File: config.mk
export PLATFORM = sky130hd
export DESIGN_NAME = btn_event_ctrl
export DESIGN_NICKNAME = d
export VERILOG_FILES = /design/src/rtl/btn_event_ctrl.sv
export SDC_FILE = /design/constraint.sdc
export NUM_CORES = 1
export LEC_CHECK = 0
export BUFFER_PORTS_ARGS = -buffer_cell sky130_fd_sc_hd__buf_2
export CAP_MARGIN = 20
export CORE_MARGIN = 2
export CORE_UTILIZATION = 55
export CTS_CLUSTER_SIZE = 16
export DETAILED_ROUTE_END_ITERATION = 16
export PLACE_DENSITY = 0.73
export SYNTH_ARGS = -nofsm -noshare
export SYNTH_HDL_FRONTEND = slang
export SYNTH_SLANG_ARGS = --single-unit
File: constraint.sdc
create_clock -name CLK -period 5.6 [get_ports CLK]
set_input_delay 0.84 -clock CLK [delete_from_list [all_inputs] [get_ports CLK]]
set_output_delay 0.84 -clock CLK [all_outputs]
set_load 0.03 [all_outputs]
File: src/rtl/btn_event_ctrl.sv
// Turns debounced button levels into PRESS/RELEASE/LONG/REPEAT events and queues them
// for a valid/ready consumer. Define BTN_EVT_REPEAT_EN to enable auto-repeat while held.
module btn_event_ctrl #(
  parameter int unsigned LONG_TICKS = 40,
  parameter int unsigned REP_TICKS  = 8,
  parameter int unsigned FIFO_DEPTH = 4
) (
  input  logic       CLK,
  input  logic       RST,
  input  logic       TICK,
  input  logic [2:0] BLVL,
  output logic       EVT_VALID,
  input  logic       EVT_READY,
  output logic [1:0] EVT_BTN,
  output logic [1:0] EVT_KIND,
  output logic       OVF,
  input  logic       OVF_CLR
);

  localparam int unsigned NB = 3;
  localparam int unsigned AW = $clog2(FIFO_DEPTH);
  localparam int unsigned CW = AW + 1;

  localparam logic [1:0] K_PRESS   = 2'b00;
  localparam logic [1:0] K_RELEASE = 2'b01;
  localparam logic [1:0] K_LONG    = 2'b10;
`ifdef BTN_EVT_REPEAT_EN
  localparam logic [1:0] K_REPEAT  = 2'b11;
`endif

  if (LONG_TICKS < 2 || LONG_TICKS > 255 || REP_TICKS < 2 || REP_TICKS > 255 ||
      FIFO_DEPTH < 2 || (FIFO_DEPTH & (FIFO_DEPTH - 1)) != 0) begin : g_param_err
    $error("btn_event_ctrl: parameter out of range");
  end

  typedef enum logic [1:0] {S_IDLE, S_DOWN, S_HELD} st_t;

  typedef struct packed {
    logic [1:0] btn;
    logic [1:0] kind;
  } evt_t;

  st_t           st_q   [NB];
  st_t           st_d   [NB];
  logic [7:0]    cnt_q  [NB];
  logic [7:0]    cnt_d  [NB];
  logic [NB-1:0] fire_c;
  logic [1:0]    kind_c [NB];

  logic [NB-1:0] pend_q, pend_d;
  logic [1:0]    pend_kind_q [NB];
  logic [1:0]    sel_c;
  logic          push_c;
  evt_t          push_data_c;

  evt_t          mem_q [FIFO_DEPTH];
  logic [AW-1:0] rd_q, wr_q, rd_d, wr_d;
  logic [CW-1:0] fcnt_q, fcnt_d;
  logic          pop_c, full_c, push_ok_c, drop_c;
  evt_t          head_c;

  // Per-button state registers
  always_ff @(posedge CLK or posedge RST) begin
    if (RST) begin
      for (int i = 0; i < NB; i++) begin
        st_q[i]  <= S_IDLE;
        cnt_q[i] <= 8'd0;
      end
    end else begin
      for (int i = 0; i < NB; i++) begin
        st_q[i]  <= st_d[i];
        cnt_q[i] <= cnt_d[i];
      end
    end
  end

  // Per-button next state; the PRESS tick counts as the first held tick for LONG
  always_comb begin
    for (int i = 0; i < NB; i++) begin
      st_d[i]   = st_q[i];
      cnt_d[i]  = cnt_q[i];
      fire_c[i] = 1'b0;
      kind_c[i] = K_PRESS;
      if (TICK) begin
        case (st_q[i])
          S_IDLE: begin
            if (BLVL[i]) begin
              fire_c[i] = 1'b1;
              kind_c[i] = K_PRESS;
              cnt_d[i]  = 8'd0;
              st_d[i]   = S_DOWN;
            end
          end
          S_DOWN: begin
            if (!BLVL[i]) begin
              fire_c[i] = 1'b1;
              kind_c[i] = K_RELEASE;
              st_d[i]   = S_IDLE;
            end else if (cnt_q[i] == 8'(LONG_TICKS - 2)) begin
              fire_c[i] = 1'b1;
              kind_c[i] = K_LONG;
              cnt_d[i]  = 8'd0;
              st_d[i]   = S_HELD;
            end else begin
              cnt_d[i] = cnt_q[i] + 8'd1;
            end
          end
          S_HELD: begin
            if (!BLVL[i]) begin
              fire_c[i] = 1'b1;
              kind_c[i] = K_RELEASE;
              st_d[i]   = S_IDLE;
            end
`ifdef BTN_EVT_REPEAT_EN
            else if (cnt_q[i] == 8'(REP_TICKS - 1)) begin
              fire_c[i] = 1'b1;
              kind_c[i] = K_REPEAT;
              cnt_d[i]  = 8'd0;
            end else begin
              cnt_d[i] = cnt_q[i] + 8'd1;
            end
`endif
          end
          default: st_d[i] = S_IDLE;
        endcase
      end
    end
  end

  // Drain the lowest pending slot each cycle
  always_comb begin
    sel_c = 2'd0;
    for (int i = NB - 1; i >= 0; i--) begin
      if (pend_q[i]) sel_c = 2'(i);
    end
    push_c           = |pend_q;
    push_data_c.btn  = sel_c;
    push_data_c.kind = pend_kind_q[sel_c];
    pend_d           = (pend_q & ~(push_c ? (3'(1) << sel_c) : 3'd0)) | fire_c;
  end

  always_ff @(posedge CLK or posedge RST) begin
    if (RST) begin
      pend_q <= '0;
      for (int i = 0; i < NB; i++) pend_kind_q[i] <= 2'd0;
    end else begin
      pend_q <= pend_d;
      for (int i = 0; i < NB; i++) begin
        if (fire_c[i]) pend_kind_q[i] <= kind_c[i];
      end
    end
  end

  // Queue control; the head register is preloaded with whatever will sit at rd_d
  always_comb begin
    pop_c     = EVT_VALID & EVT_READY;
    full_c    = (fcnt_q == CW'(FIFO_DEPTH));
    push_ok_c = push_c & (~full_c | pop_c);
    drop_c    = push_c & full_c & ~pop_c;
    rd_d      = rd_q + AW'(pop_c);
    wr_d      = wr_q + AW'(push_ok_c);
    fcnt_d    = fcnt_q + CW'(push_ok_c) - CW'(pop_c);
    if (push_ok_c && (wr_q == rd_d)) head_c = push_data_c;
    else                             head_c = mem_q[rd_d];
  end

  always_ff @(posedge CLK or posedge RST) begin
    if (RST) begin
      for (int i = 0; i < FIFO_DEPTH; i++) mem_q[i] <= '0;
      rd_q      <= '0;
      wr_q      <= '0;
      fcnt_q    <= '0;
      EVT_VALID <= 1'b0;
      EVT_BTN   <= 2'd0;
      EVT_KIND  <= 2'd0;
      OVF       <= 1'b0;
    end else begin
      if (push_ok_c) mem_q[wr_q] <= push_data_c;
      rd_q      <= rd_d;
      wr_q      <= wr_d;
      fcnt_q    <= fcnt_d;
      EVT_VALID <= (fcnt_d != '0);
      if (fcnt_d != '0) begin
        EVT_BTN  <= head_c.btn;
        EVT_KIND <= head_c.kind;
      end
      if (drop_c)       OVF <= 1'b1;
      else if (OVF_CLR) OVF <= 1'b0;
    end
  end

endmodule

* After elaboration in Yosys (flattened, before gate mapping)
Index checks and enable logic that the tools add are counted.
Word-level totals: register bits after elaboration 68, input bits 8, output and inout port bits 6
Operators by class: $add $sub $neg 7, order comparisons 4, equal/unequal tests 23, shift-type cells 1, mux-type cells 76, bitwise logic cells 13, reduce and logical (&&, ||, !) cells 17
Operator list (number):
- 8-bit 2-to-1 mux | 9
- 2-bit 2-to-1 mux | 26
- 8-bit one-hot mux with 2 select lines | 3
- 8-bit by 1-bit adder with 8-bit output, second input constant | 3
- 8-bit by 6-bit == test with 1-bit output, second input constant | 3
- 4-bit AND reduction | 6
- 1-bit 2-to-1 mux | 20
- 2-bit inequality test, second input constant | 9
- 2-bit one-hot mux with 3 select lines | 3
- 16-bit bitwise mux | 1
- 4-bit 2-to-1 mux | 4
- 2-bit one-hot mux with 2 select lines | 3
- 3-bit greater-or-equal comparator, second input constant | 3
- 3-bit inequality test, second input constant | 3
- 2-bit inverter with 3-bit output | 3
- 1-bit one-hot mux with 3 select lines | 3
- 4-bit binary-select mux with 2-bit select | 1
- 4-bit demux with 2-bit select | 1
- 2-bit nonzero test | 4
- 2-bit by 1-bit == test with 1-bit output, second input constant | 3
- 2-bit == test, second input constant | 3
- 2-bit zero test | 3
- 2-bit by 1-bit adder with 2-bit output | 2
- 1-bit AND | 4
- 16 further kinds | 18

* Depth between registers and ports, before layout
Gate-level depths: netlist of run 1.
depth after elaboration 8, gate-level depth with buffers 12, gate-level depth less buffers 10

* Worst setup path after synthesis of run 1
OpenSTA, ideal clock, no wires.
kind input-to-reg, from input port EVT_READY, to register EVT_KIND[1], setup time 0.131 ns, arrival 3.177 ns, path slack 2.292 ns, stages on the path 11, path buffers 1, cells stage by stage and2_1 o21bai_4 ha_1 inv_1 ha_1 fa_1 or2_2 or2_0 buf_6 o311a_1 or3_1
On the way: elaborated cells between the ends (all ways) 14
RTL lines:
- start, declared | line 13 | input logic EVT_READY,
- 1-bit AND * | line 156 | pop_c = EVT_VALID & EVT_READY;
- 1-bit OR | line 158 | push_ok_c = push_c & (~full_c | pop_c);
- 1-bit AND | line 158
- 3-bit by 1-bit adder with 3-bit output | line 162 | fcnt_d = fcnt_q + CW'(push_ok_c) - CW'(pop_c);
- 3-bit by 1-bit subtractor with 3-bit output * | line 162
- via fcnt_d[1] | line 58 | logic [CW-1:0] fcnt_q, fcnt_d;
- 3-bit nonzero test * | line 183 | if (fcnt_d != '0) begin
- end signal, assigned | line 185 | EVT_KIND <= head_c.kind;
- end, declared | line 15 | output logic [1:0] EVT_KIND,
Mark *: on every way through the listed nets, which the timed path passes. The rest lies on a longest branch. The select of a mux whose other input is x is not followed. A chain may end at the register's enable or synchronous reset.

* Worst setup path in the final report of run 1
from register fcnt_q[1], to register EVT_KIND[1]
On the way: longest elaborated chain between the ends 7, elaborated cells between the ends (all ways) 9
Ends and longest elaborated chain:
- start, declared | line 58
- start signal, assigned | line 181 | fcnt_q <= fcnt_d;
- 3-bit == test | line 157 | full_c = (fcnt_q == CW'(FIFO_DEPTH));
- 1-bit inverter | line 158
- 1-bit OR | line 158
- 1-bit AND | line 158
- 3-bit by 1-bit adder with 3-bit output * | line 162
- 3-bit by 1-bit subtractor with 3-bit output * | line 162
- via fcnt_d[1] | line 58
- 3-bit nonzero test * | line 183
Mark *: on every way through the listed nets, which the timed path passes. The rest lies on a longest branch.

==> impl_metrics.csv, run 1 <==
group,metric,value,unit
min_path,whs_endpoint,"mem_q[9]$_DFFE_PP0P_",
worst_setup_path,end_kind,"flip-flop",
min_path,min-delay-start,"mem_q[9]$_DFFE_PP0P_",
grt,grt_use_met3,0.03429,
place,gp_congestion,0.8154,
clock_network,cts_hold_buf,0,
yosys,synthTopCellsByArea,"dfrtp_1 (45%), ha_1 (8.3%), mux2_2 (7.8%), xor2_1 (2.8%), nor2_1 (2.6%)",
yosys,synthesis.area,3764,sq um
worst_setup_path,cp_max_fo,10,
worst_setup_path,reg2reg_slack,2.27,ns
final_layout,instances_no_fill,446,
floorplanning,fp.dieH,86.72,microns
route,route.vias.total,2556,
clock_network,htreeDepth,3,
floorplanning,core,6719,sq um
final_layout,nNetsFinal,395,
sta,finalHoldViolCount,0,
min_path,holdPathStages,1,
route,drtAntennaViolNets,0,
power,p_per_area,474.4,nW/um^2
final_layout,n_fill_cell,564,
worst_setup_path,cp_data_arrival_time,3.54,ns
grt,track_usage,0.2002,
floorplanning,core.rowCount,30,
clock_network,cts_setup_buffers,0,
place,io_buffer_count,13,
route,routed_wl,6.595,mm
yosys,syn_inst,343,
worst_setup_path,crit_type,"flip-flop to flip-flop",
worst_setup_path,rr_worst_depth,10,
final_layout,multi_input_area,1937,sq um
yosys,syn_nets,377,
final_layout,final_core_util,0.6043,
yosys,synth_warnings,0,
sta,timing.setup.tns,0,ns
route,drc,0,
grt,grt_use_met1,0.2625,
route,via_per_inst,5.731,
sta,tightest_slew,0.7581,ns
grt,antenna_found_initial,0,
grt,grt_pass1_wl,12.01,mm
yosys,synth_top_area_cell,"dfrtp_1",
worst_setup_path,timing.rr.start,"fcnt_q[1]$_DFF_PP0_",
floorplanning,pin_count,14,
grt,busiest_layer,"met2",
clock_network,cts_resized,0,
sta,finalSetupViolations,0,
clock_network,clkTransAtPathRegs,0.07,ns
sta,skew,0.006722,ns
route,firstDrtPassIters,4,
clock_network,cts_max_path_buffers,2,
clock_network,numClockSinks,68,
yosys,synth_commonest_cells,"dfrtp_1 (68), mux2_2 (26), nor2_1 (26), ha_1 (25), inv_1 (22)",
sta,fin_crit,3.326,ns
yosys,async_reset_ff_frac,1.000,
route,avgRoutedWirePerCell,14.79,microns
route,drt-initial-drc-count,59,
clock_network,cts-root-buf,"clkbuf_8",
grt,gr-total-overflow,0,
worst_setup_path,r2r-end,"EVT_KIND[1]$_DFFE_PP0P_",
grt,grt_max_degree,36,
final_layout,drive_above_1_share,0.1667,
yosys,ys_ff_latch,68,
min_path,hold_path.class,"flip-flop to flip-flop",
power,ir_worst_vdd,0.0001958,V
yosys,avgSynthCellArea,10.97,sq um
place,dp.cells,430,
place,dpl.hpwl,4.784,mm
grt,grt_pass1_vias,2661,
yosys,ys.flop_type,"dfrtp_1",
power,power,1.926,mW
yosys,synth_edf_count,0,
final_layout,diodes,0,
yosys,synth_top_area_frac,0.4521,
final_layout,regArea,1702,sq um
sta,max-slew-margin-rel,0.4935,
yosys,ys_seq_area_frac,0.4521,
floorplanning,die-area,7520,sq um
sta,fin_crit_sh,0.5939,
yosys,synth_most_common_cell,"dfrtp_1",
yosys,ys_types,57,
clock_network,cts_buffers,9,
floorplanning,initial_core_util,0.5601,
run_status,status,"complete, no violations",
power,leakage,1.886,nW
sta,grt_setup_unrepaired,"false",
worst_setup_path,required,5.81,ns
sta,max_freq,0.3007,GHz
grt,use_met2,0.3336,
final_layout,syn2layout_area_growth,7.879,%
worst_setup_path,start_kind,"flip-flop",
clock_network,clk_latency,0.33,ns
sta,final_max_slew_viol_count,0,
flow_run,drv_cap,0,
clock_network,cts_tree,"built",
floorplanning,die_w,86.72,microns
## through the flow
stage	instance area, sq um	worst slack [ns]	hold slack (ns)
after floorplan	3764	2.292	0.4715
after global routing	4060	1.977	0.5250
after detailed placement	3897	1.980	0.4901
after CTS	4060	2.270	0.5053
final	4060	2.274	0.5052
after global placement	3897	2.035	0.4833
## area by class of cell
| class | count | share of cell area |
|---|---|---|
| sequential | 68 | 0.4191 |
| multi-input combinational | 245 | 0.4770 |
| tap | 80 | 0.02465 |
| clock inverter | 2 | 0.002465 |
| inverter | 23 | 0.02126 |
| timing repair buffer | 14 | 0.01787 |
| clock buffer | 14 | 0.03760 |
## critical path, cell delays in order, from the launching register on
cell      delay (ns)
dfrtp_1         0.40
or3b_1          0.44
o21bai_4        0.21
ha_1            0.26
inv_1           0.06
ha_1            0.14
fa_1            0.43
or2_2           0.34
or2_0           0.39
and4_1          0.22
or3_1           0.29
## power by group
part	internal, mW	switching [mW]	total, mW	leakage [nW]
combinational	0.380	0.453	0.834	0.905
sequential	0.632	0.117	0.749	0.897
clock	0.172	0.171	0.343	0.0844
## flip-flops by register name (all words and copies together) (netlist names), 3 cells and up
| name | count |
|---|---|
| pend_q | 3 |
| cnt_q | 24 |
| pend_kind_q | 6 |
| mem_q | 16 |
| fcnt_q | 3 |
| st_q | 6 |
## how the worst max path moves through the flow
| stage | startpoint | to | slack (ns) | depth (start not counted) |
|---|---|---|---|---|
| floorplan | EVT_READY | EVT_KIND[1]$_DFFE_PP0P_ | 2.29 | 11 |
| global placement | EVT_READY | EVT_KIND[1]$_DFFE_PP0P_ | 2.03 | 11 |
| detailed placement | EVT_READY | EVT_KIND[1]$_DFFE_PP0P_ | 1.98 | 11 |
| CTS | fcnt_q[1]$_DFF_PP0_ | EVT_KIND[1]$_DFFE_PP0P_ | 2.27 | 10 |
| global route | pend_q[0]$_DFF_PP0_ | EVT_KIND[1]$_DFFE_PP0P_ | 1.98 | 10 |
| finish | fcnt_q[1]$_DFF_PP0_ | EVT_KIND[1]$_DFFE_PP0P_ | 2.27 | 10 |
## cell usage in the layout (no fill, tap or decap), types with 5 or more instances in the layout
master,Yosys,final
buf_2,3,13
clkbuf_8,0,10
o21ai_0,17,17
nor2_1,26,26
a22o_1,5,5
inv_1,22,21
dfrtp_1,68,68
nor3b_1,10,10
nand2_1,18,18
mux2i_1,5,5
nor4bb_1,5,5
mux2_2,26,26
ha_1,25,25
or3_1,5,5
and2_1,5,5
nand4_1,9,9
a21oi_1,6,6
xor2_1,12,12
nand3_1,10,10
## logic make-up after synthesis
kind of cell | count (synthesis) | synth area share
AOI/OAI and AO/OA | 64 | 0.1267
xor gates and xnor gates | 17 | 0.04953
adders and majority gates | 26 | 0.08843
buffers and inverters | 30 | 0.03324
DFF | 68 | 0.4521
muxes | 32 | 0.09707
and+or+nand+nor | 106 | 0.1529
## layer usage
metal,share of wire,vias to the layer above
li1,-,1277
met1,0.50,1246
met2,0.46,22
met3,0.024,11
met4,0.014,0
met5,0,-
No activity file was read; power rests on OpenSTA's default activity.
==> inputs of run 2 (changes only) <==
--- a/config.mk
+++ b/config.mk
@@ -11,7 +11,7 @@
 export CORE_UTILIZATION = 55
 export CTS_CLUSTER_SIZE = 16
 export DETAILED_ROUTE_END_ITERATION = 16
-export PLACE_DENSITY = 0.73
+export PLACE_DENSITY = 0.76
 export SYNTH_ARGS = -nofsm -noshare
 export SYNTH_HDL_FRONTEND = slang
 export SYNTH_SLANG_ARGS = --single-unit
==> constraint.sdc (replaced) <==
create_clock -name CLK -period 2.7 [get_ports CLK]
set_input_delay 0.405 -clock CLK [delete_from_list [all_inputs] [get_ports CLK]]
set_output_delay 0.405 -clock CLK [all_outputs]
set_load 0.03 [all_outputs]
==> impl_metrics.csv, run 2 (synthesis gave the netlist of run 1 again) <==
group,metric,value,unit
floorplanning,initial_core_util,0.5601,
flow_run,drv_cap,0,
clock_network,cts_max_path_buffers,2,
route,firstDrtPassIters,4,
route,drtAntennaViolNets,0,
sta,finalHoldViolCount,0,
power,ir_worst_vdd,0.0004449,V
clock_network,cts-root-buf,"clkbuf_8",
worst_setup_path,cp_max_fo,5,
power,clockPowerShare,0.178,
route,routed_wl,7.235,mm
final_layout,final_core_util,0.6402,
final_layout,instances_no_fill,465,
clock_network,clkTransAtPathRegs,0.08,ns
sta,tightest_slew,0.7429,ns
grt,grt_pass1_vias,2744,
sta,holdWs,0.1218,ns
power,swShare,0.3774,
run_status,status,"finished with violations",
place,dpl.hpwl,5.160,mm
place,io_buffer_count,13,
final_layout,nNetsFinal,414,
clock_network,cts_tree,"built",
final_layout,diodes,0,
run_status,violations,"setup timing",
route,drc,0,
final_layout,mostFrequentLayoutCell,"dfrtp_1",
grt,grt_max_degree,29,
power,leakage,1.999,nW
power,power,4.634,mW
route,avgRoutedWirePerCell,15.56,microns
power,intPower,2.885,mW
sta,grt_setup_unrepaired,"true",
min_path,hold_path.class,"input port to asynchronous set/reset pin",
worst_setup_path,reg2reg_slack,-0.13,ns
grt,track_usage,0.2157,
clock_network,cts_buffers,9,
route,route.vias.total,2730,
sta,max-slew-margin-rel,0.5036,
floorplanning,core.rowCount,30,
worst_setup_path,crit_type,"flip-flop to flip-flop",
final_layout,largestRegisters,"cnt_q: 24 flops, mem_q: 16 flops",
final_layout,drive_above_1_share,0.2416,
power,p_per_area,1077,nW/um^2
route,via_per_inst,5.871,
floorplanning,fp.dieH,86.72,microns
floorplanning,core,6719,sq um
route,drt-initial-drc-count,107,
grt,grt_pass1_wl,12.61,mm
sta,max_freq,0.3536,GHz
sta,fin_crit_sh,1.047,
floorplanning,die-area,7520,sq um
sta,final_max_slew_viol_count,0,
place,dp.cells,445,
sta,fin_crit,2.828,ns
worst_setup_path,r2r-end,"EVT_KIND[1]$_DFFE_PP0P_",
clock_network,htreeDepth,3,
power,seqPwrFrac,0.329,
final_layout,final_cell_mix,"dfrtp_1 (67), nor2_1 (26), mux2_2 (26), ha_1 (23), inv_1 (20)",
worst_setup_path,required,2.93,ns
place,gp_congestion,0.8629,
clock_network,clk_latency,0.35,ns
clock_network,cts_hold_buf,0,
clock_network,numClockSinks,68,
worst_setup_path,start_kind,"flip-flop",
final_layout,syn2layout_area_growth,14.30,%
worst_setup_path,rr_worst_depth,10,
grt,gr-total-overflow,0,
sta,skew,0.01354,ns
floorplanning,die_w,86.72,microns
worst_setup_path,cp_data_arrival_time,3.06,ns
final_layout,largest_reg_flops,24,
grt,antenna_found_initial,0,
power,power_frac_comb,0.493,
worst_setup_path,end_kind,"flip-flop",
power,p_sw,1.749,mW
floorplanning,pin_count,14,
sta,finalSetupViolations,4,
final_layout,regMostFlops,"cnt_q",
worst_setup_path,timing.rr.start,"fcnt_q[1]$_DFF_PP0_",
sta,layout_setup_ws,-0.1278,ns
-- run 2: changes by cell type in the layout (fill, tap and decap cells not counted), moves of 2 or more --
cell      delta
a41oi_1      -3
ha_1         -2
o21ai_0      -3
buf_4       +18
o21ai_1      +3
clkbuf_1     -3
ha_4         +2
a41oi_2      +3
or2_4        +2
-- run 2: final cells by class --
cell class	instances	area [sq um]
clock inverter	5	52.55
sequential	68	1703
tap	80	100.1
fill	508	2417
multi-input combinational	245	1997
timing repair buffer	33	219.0
clock buffer	11	141.4
inverter	23	88.84
-- run 2: worst max-delay path by stage --
stage	start	to	slack, ns	cells after the start
after floorplan	fcnt_q[1]$_DFF_PP0_	EVT_KIND[1]$_DFFE_PP0P_	-0.29	11
after global placement	fcnt_q[0]$_DFF_PP0_	EVT_KIND[1]$_DFFE_PP0P_	-0.21	10
after detailed placement	fcnt_q[0]$_DFF_PP0_	EVT_KIND[1]$_DFFE_PP0P_	-0.27	10
after CTS	fcnt_q[1]$_DFF_PP0_	EVT_KIND[1]$_DFFE_PP0P_	-0.15	10
after global routing	fcnt_q[1]$_DFF_PP0_	EVT_KIND[1]$_DFFE_PP0P_	-0.22	10
final	fcnt_q[1]$_DFF_PP0_	EVT_KIND[1]$_DFFE_PP0P_	-0.13	10
-- run 2: power groups by stage --
stage               logic [mW]  registers (mW)  clock network (mW)
finish                    2.29            1.53               0.823
global route              2.53            1.57               0.900
CTS                       2.16            1.53               0.849
detailed placement        2.04            1.54                   0
global placement          1.98            1.52                   0
floorplan                 1.45            1.55                   0
-- run 2: per-stage QoR --
step	area, sq um	TNS, ns	worst slack [ns]
6_report	4302	-0.1992	-0.1278
5_1_grt	4302	-0.5805	-0.2198
4_1_cts	4260	-0.3088	-0.1495
3_5_place_dp	4019	-0.8784	-0.2650
3_3_place_gp	4019	-0.5811	-0.2096
2_1_floorplan	3772	-0.5106	-0.2910
-- run 2: per-layer routing --
layer | part of all wire | up-vias | GRT usage
li1 | - | 1313 | -
met1 | 0.44 | 1349 | 0.2553
met2 | 0.50 | 53 | 0.3706
met3 | 0.039 | 15 | 0.07238
met4 | 0.016 | 0 | 0.06818
met5 | 0 | - | 0
-- run 2: repair_timing --
action / CTS / global route
resized for setup: 5 / 6
endpoints found under the setup margin: 4 / 4
pin swaps: 3 / 0
buffers inserted: 3 / 1
-- run 2: critical path, cell delays in order (launching register included) --
cell	delay, ns
dfrtp_1	0.38
or3b_4	0.41
o21bai_4	0.15
ha_4	0.23
inv_4	0.05
ha_4	0.11
fa_1	0.43
or2_4	0.25
or2_4	0.25
o311a_1	0.11
or3_1	0.34
==> inputs of run 3 (changes only) <==
--- a/config.mk
+++ b/config.mk
@@ -12,6 +12,7 @@
 export CTS_CLUSTER_SIZE = 16
 export DETAILED_ROUTE_END_ITERATION = 16
 export PLACE_DENSITY = 0.76
+export SLEW_MARGIN = 30
 export SYNTH_ARGS = -nofsm -noshare
 export SYNTH_HDL_FRONTEND = slang
 export SYNTH_SLANG_ARGS = --single-unit
==> constraint.sdc (replaced) <==
create_clock -name CLK -period 2.5 [get_ports CLK]
set_input_delay 0.375 -clock CLK [delete_from_list [all_inputs] [get_ports CLK]]
set_output_delay 0.375 -clock CLK [all_outputs]
set_load 0.03 [all_outputs]
==> impl_metrics.csv, run 3 (synthesis gave the netlist of run 1 again) <==
group,metric,value,unit
worst_setup_path,cp_max_fo,5,
min_path,hold_path.class,"input port to asynchronous set/reset pin",
power,p_per_area,1162,nW/um^2
floorplanning,initial_core_util,0.5601,
worst_setup_path,slowest_stage,"fa_1",
sta,max-slew-margin-rel,0.5163,
worst_setup_path,path_buf_inv,1,
route,firstDrtPassIters,4,
final_layout,final_cell_mix,"dfrtp_1 (67), nor2_1 (26), mux2_2 (26), ha_1 (24), inv_1 (21)",
clock_network,cts-root-buf,"clkbuf_8",
sta,final_max_slew_viol_count,0,
route,route.vias.total,2690,
place,io_buffer_count,13,
worst_setup_path,worst-path-stages,10,
worst_setup_path,required,2.74,ns
place,dp.cells,446,
sta,finalHoldViolCount,1,
route,avgRoutedWirePerCell,15.18,microns
sta,skew,0.01584,ns
floorplanning,fp.dieH,86.72,microns
flow_run,drv_cap,0,
clock_network,cts_buffers,9,
grt,grt_max_degree,53,
grt,gr-total-overflow,0,
grt,antenna_found_initial,0,
final_layout,largestRegisters,"cnt_q: 24 flops, mem_q: 16 flops",
final_layout,instances_no_fill,467,
worst_setup_path,end_kind,"flip-flop",
worst_setup_path,slowest_delay,0.43,ns
clock_network,cts_max_path_buffers,2,
power,ir_worst_vdd,0.0004610,V
worst_setup_path,rr_worst_depth,10,
route,drt-initial-drc-count,131,
run_status,status,"finished with violations",
final_layout,regMostFlops,"cnt_q",
route,via_per_inst,5.760,
final_layout,n_fill_cell,535,
worst_setup_path,path_delay_family,"simple AND/OR/NAND/NOR gates",
worst_setup_path,reg2reg_slack,-0.38,ns
grt,track_usage,0.2062,
clock_network,clk_latency,0.35,ns
power,leakage,2.000,nW
grt,grt_pass1_vias,2655,
worst_setup_path,critPathLaunch,"fcnt_q[0]$_DFF_PP0_",
final_layout,largest_reg_flops,24,
clock_network,numClockSinks,68,
route,routed_wl,7.090,mm
sta,layout_setup_ws,-0.3820,ns
route,drc,0,
worst_setup_path,crit_chain,"or3b_4, o21bai_4, ha_1, inv_1, ha_2, fa_1, or2_4, or2_4, o311a_1, or3_1",
grt,grt_pass1_wl,12.19,mm
clock_network,clkTransAtPathRegs,0.09,ns
worst_setup_path,worstSetupEndpoint,"EVT_KIND[1]$_DFFE_PP0P_",
floorplanning,pin_count,14,
place,place_ws,-0.4859,ns
final_layout,mostFrequentLayoutCell,"dfrtp_1",
worst_setup_path,cp_data_arrival_time,3.12,ns
worst_setup_path,start_kind,"flip-flop",
worst_setup_path,crit_type,"flip-flop to flip-flop",
worst_setup_path,r2r-end,"EVT_KIND[1]$_DFFE_PP0P_",
final_layout,syn2layout_area_growth,14.23,%
clock_network,htreeDepth,3,
route,drtAntennaViolNets,0,
sta,finalSetupViolations,4,
floorplanning,die-area,7520,sq um
floorplanning,core.rowCount,30,
sta,fin_crit_sh,1.153,
final_layout,diodes,0,
clock_network,cts_tree,"built",
floorplanning,die_w,86.72,microns
place,place_area,4039,sq um
place,dpl.hpwl,4.934,mm
run_status,violations,"hold timing, setup timing",
sta,max_freq,0.3470,GHz
sta,grt_setup_unrepaired,"true",
final_layout,drive_above_1_share,0.2377,
final_layout,stdcell_area,4299,sq um
place,gp_congestion,0.8476,
sta,timing.setup.tns,-1.294,ns
final_layout,nNetsFinal,416,
worst_setup_path,timing.rr.start,"fcnt_q[0]$_DFF_PP0_",
sta,fin_crit,2.882,ns
worst_setup_path,crit_top_cell,"or2_4",
sta,tightest_slew,0.7239,ns
sta,holdWs,-0.0004319,ns
floorplanning,core,6719,sq um
[run 3: cell count changes in the layout (fill, tap and decap cells not counted), moves of 2 or more]
cell | before | now
clkinv_2 | 3 | 0
clkinv_4 | 0 | 2
clkinvlp_4 | 1 | 4
ha_4 | 2 | 0
[run 3: worst min-delay path by stage]
stage                                           from                    endpoint  slack [ns]  depth (start not counted)
final                                            RST       cnt_q[18]$_DFFE_PP0P_     -0.0004                          2
after global routing                             RST       cnt_q[18]$_DFFE_PP0P_        0.03                          2
after CTS                                        RST       cnt_q[18]$_DFFE_PP0P_        0.01                          2
after detailed placement                         RST             OVF$_DFFE_PP0P_        0.39                          2
after global placement                           RST             OVF$_DFFE_PP0P_        0.37                          2
after floorplan           pend_kind_q[0]$_DFFE_PP0P_  pend_kind_q[0]$_DFFE_PP0P_        0.47                          1
[run 3: area by class of cell]
| cell class | count | area [sq um] | area share |
|---|---|---|---|
| Clock inverter | 7 | 77.57 | 0.01804 |
| Inverter | 23 | 86.33 | 0.02008 |
| Timing Repair Buffer | 35 | 246.5 | 0.05733 |
| Sequential cell | 68 | 1703 | 0.3961 |
| Clock buffer | 9 | 123.9 | 0.02881 |
| Tap cell | 80 | 100.1 | 0.02328 |
| Multi-Input combinational cell | 245 | 1962 | 0.4563 |
[run 3: timing repair]
item                       4_1_cts  5_1_grt
setup buffers                    3        2
pin swaps                        2        0
hold buffers                     0        0
resized for setup                3        2
setup endpoints to repair        5        4
[run 3: power by group]
group | total, mW | internal [mW] | switching [mW]
registers | 1.65 | 1.42 | 0.232
logic | 2.43 | 1.22 | 1.21
clock network | 0.920 | 0.463 | 0.457
[run 3: stage by stage]
step	utilization	total power, mW
6_report	0.6399	4.996
5_1_grt	0.6399	5.348
4_1_cts	0.6359	4.930
3_5_place_dp	0.6011	3.895
3_3_place_gp	0.6011	3.805
2_1_floorplan	-	3.243
[run 3: routing by layer]
metal / vias up / share of wire / global-route usage
li1: 1311 / - / -
met1: 1323 / 0.47 / 0.2756
met2: 44 / 0.49 / 0.3322
met3: 12 / 0.026 / 0.04476
met4: 0 / 0.017 / 0.07386
met5: - / 0 / 0
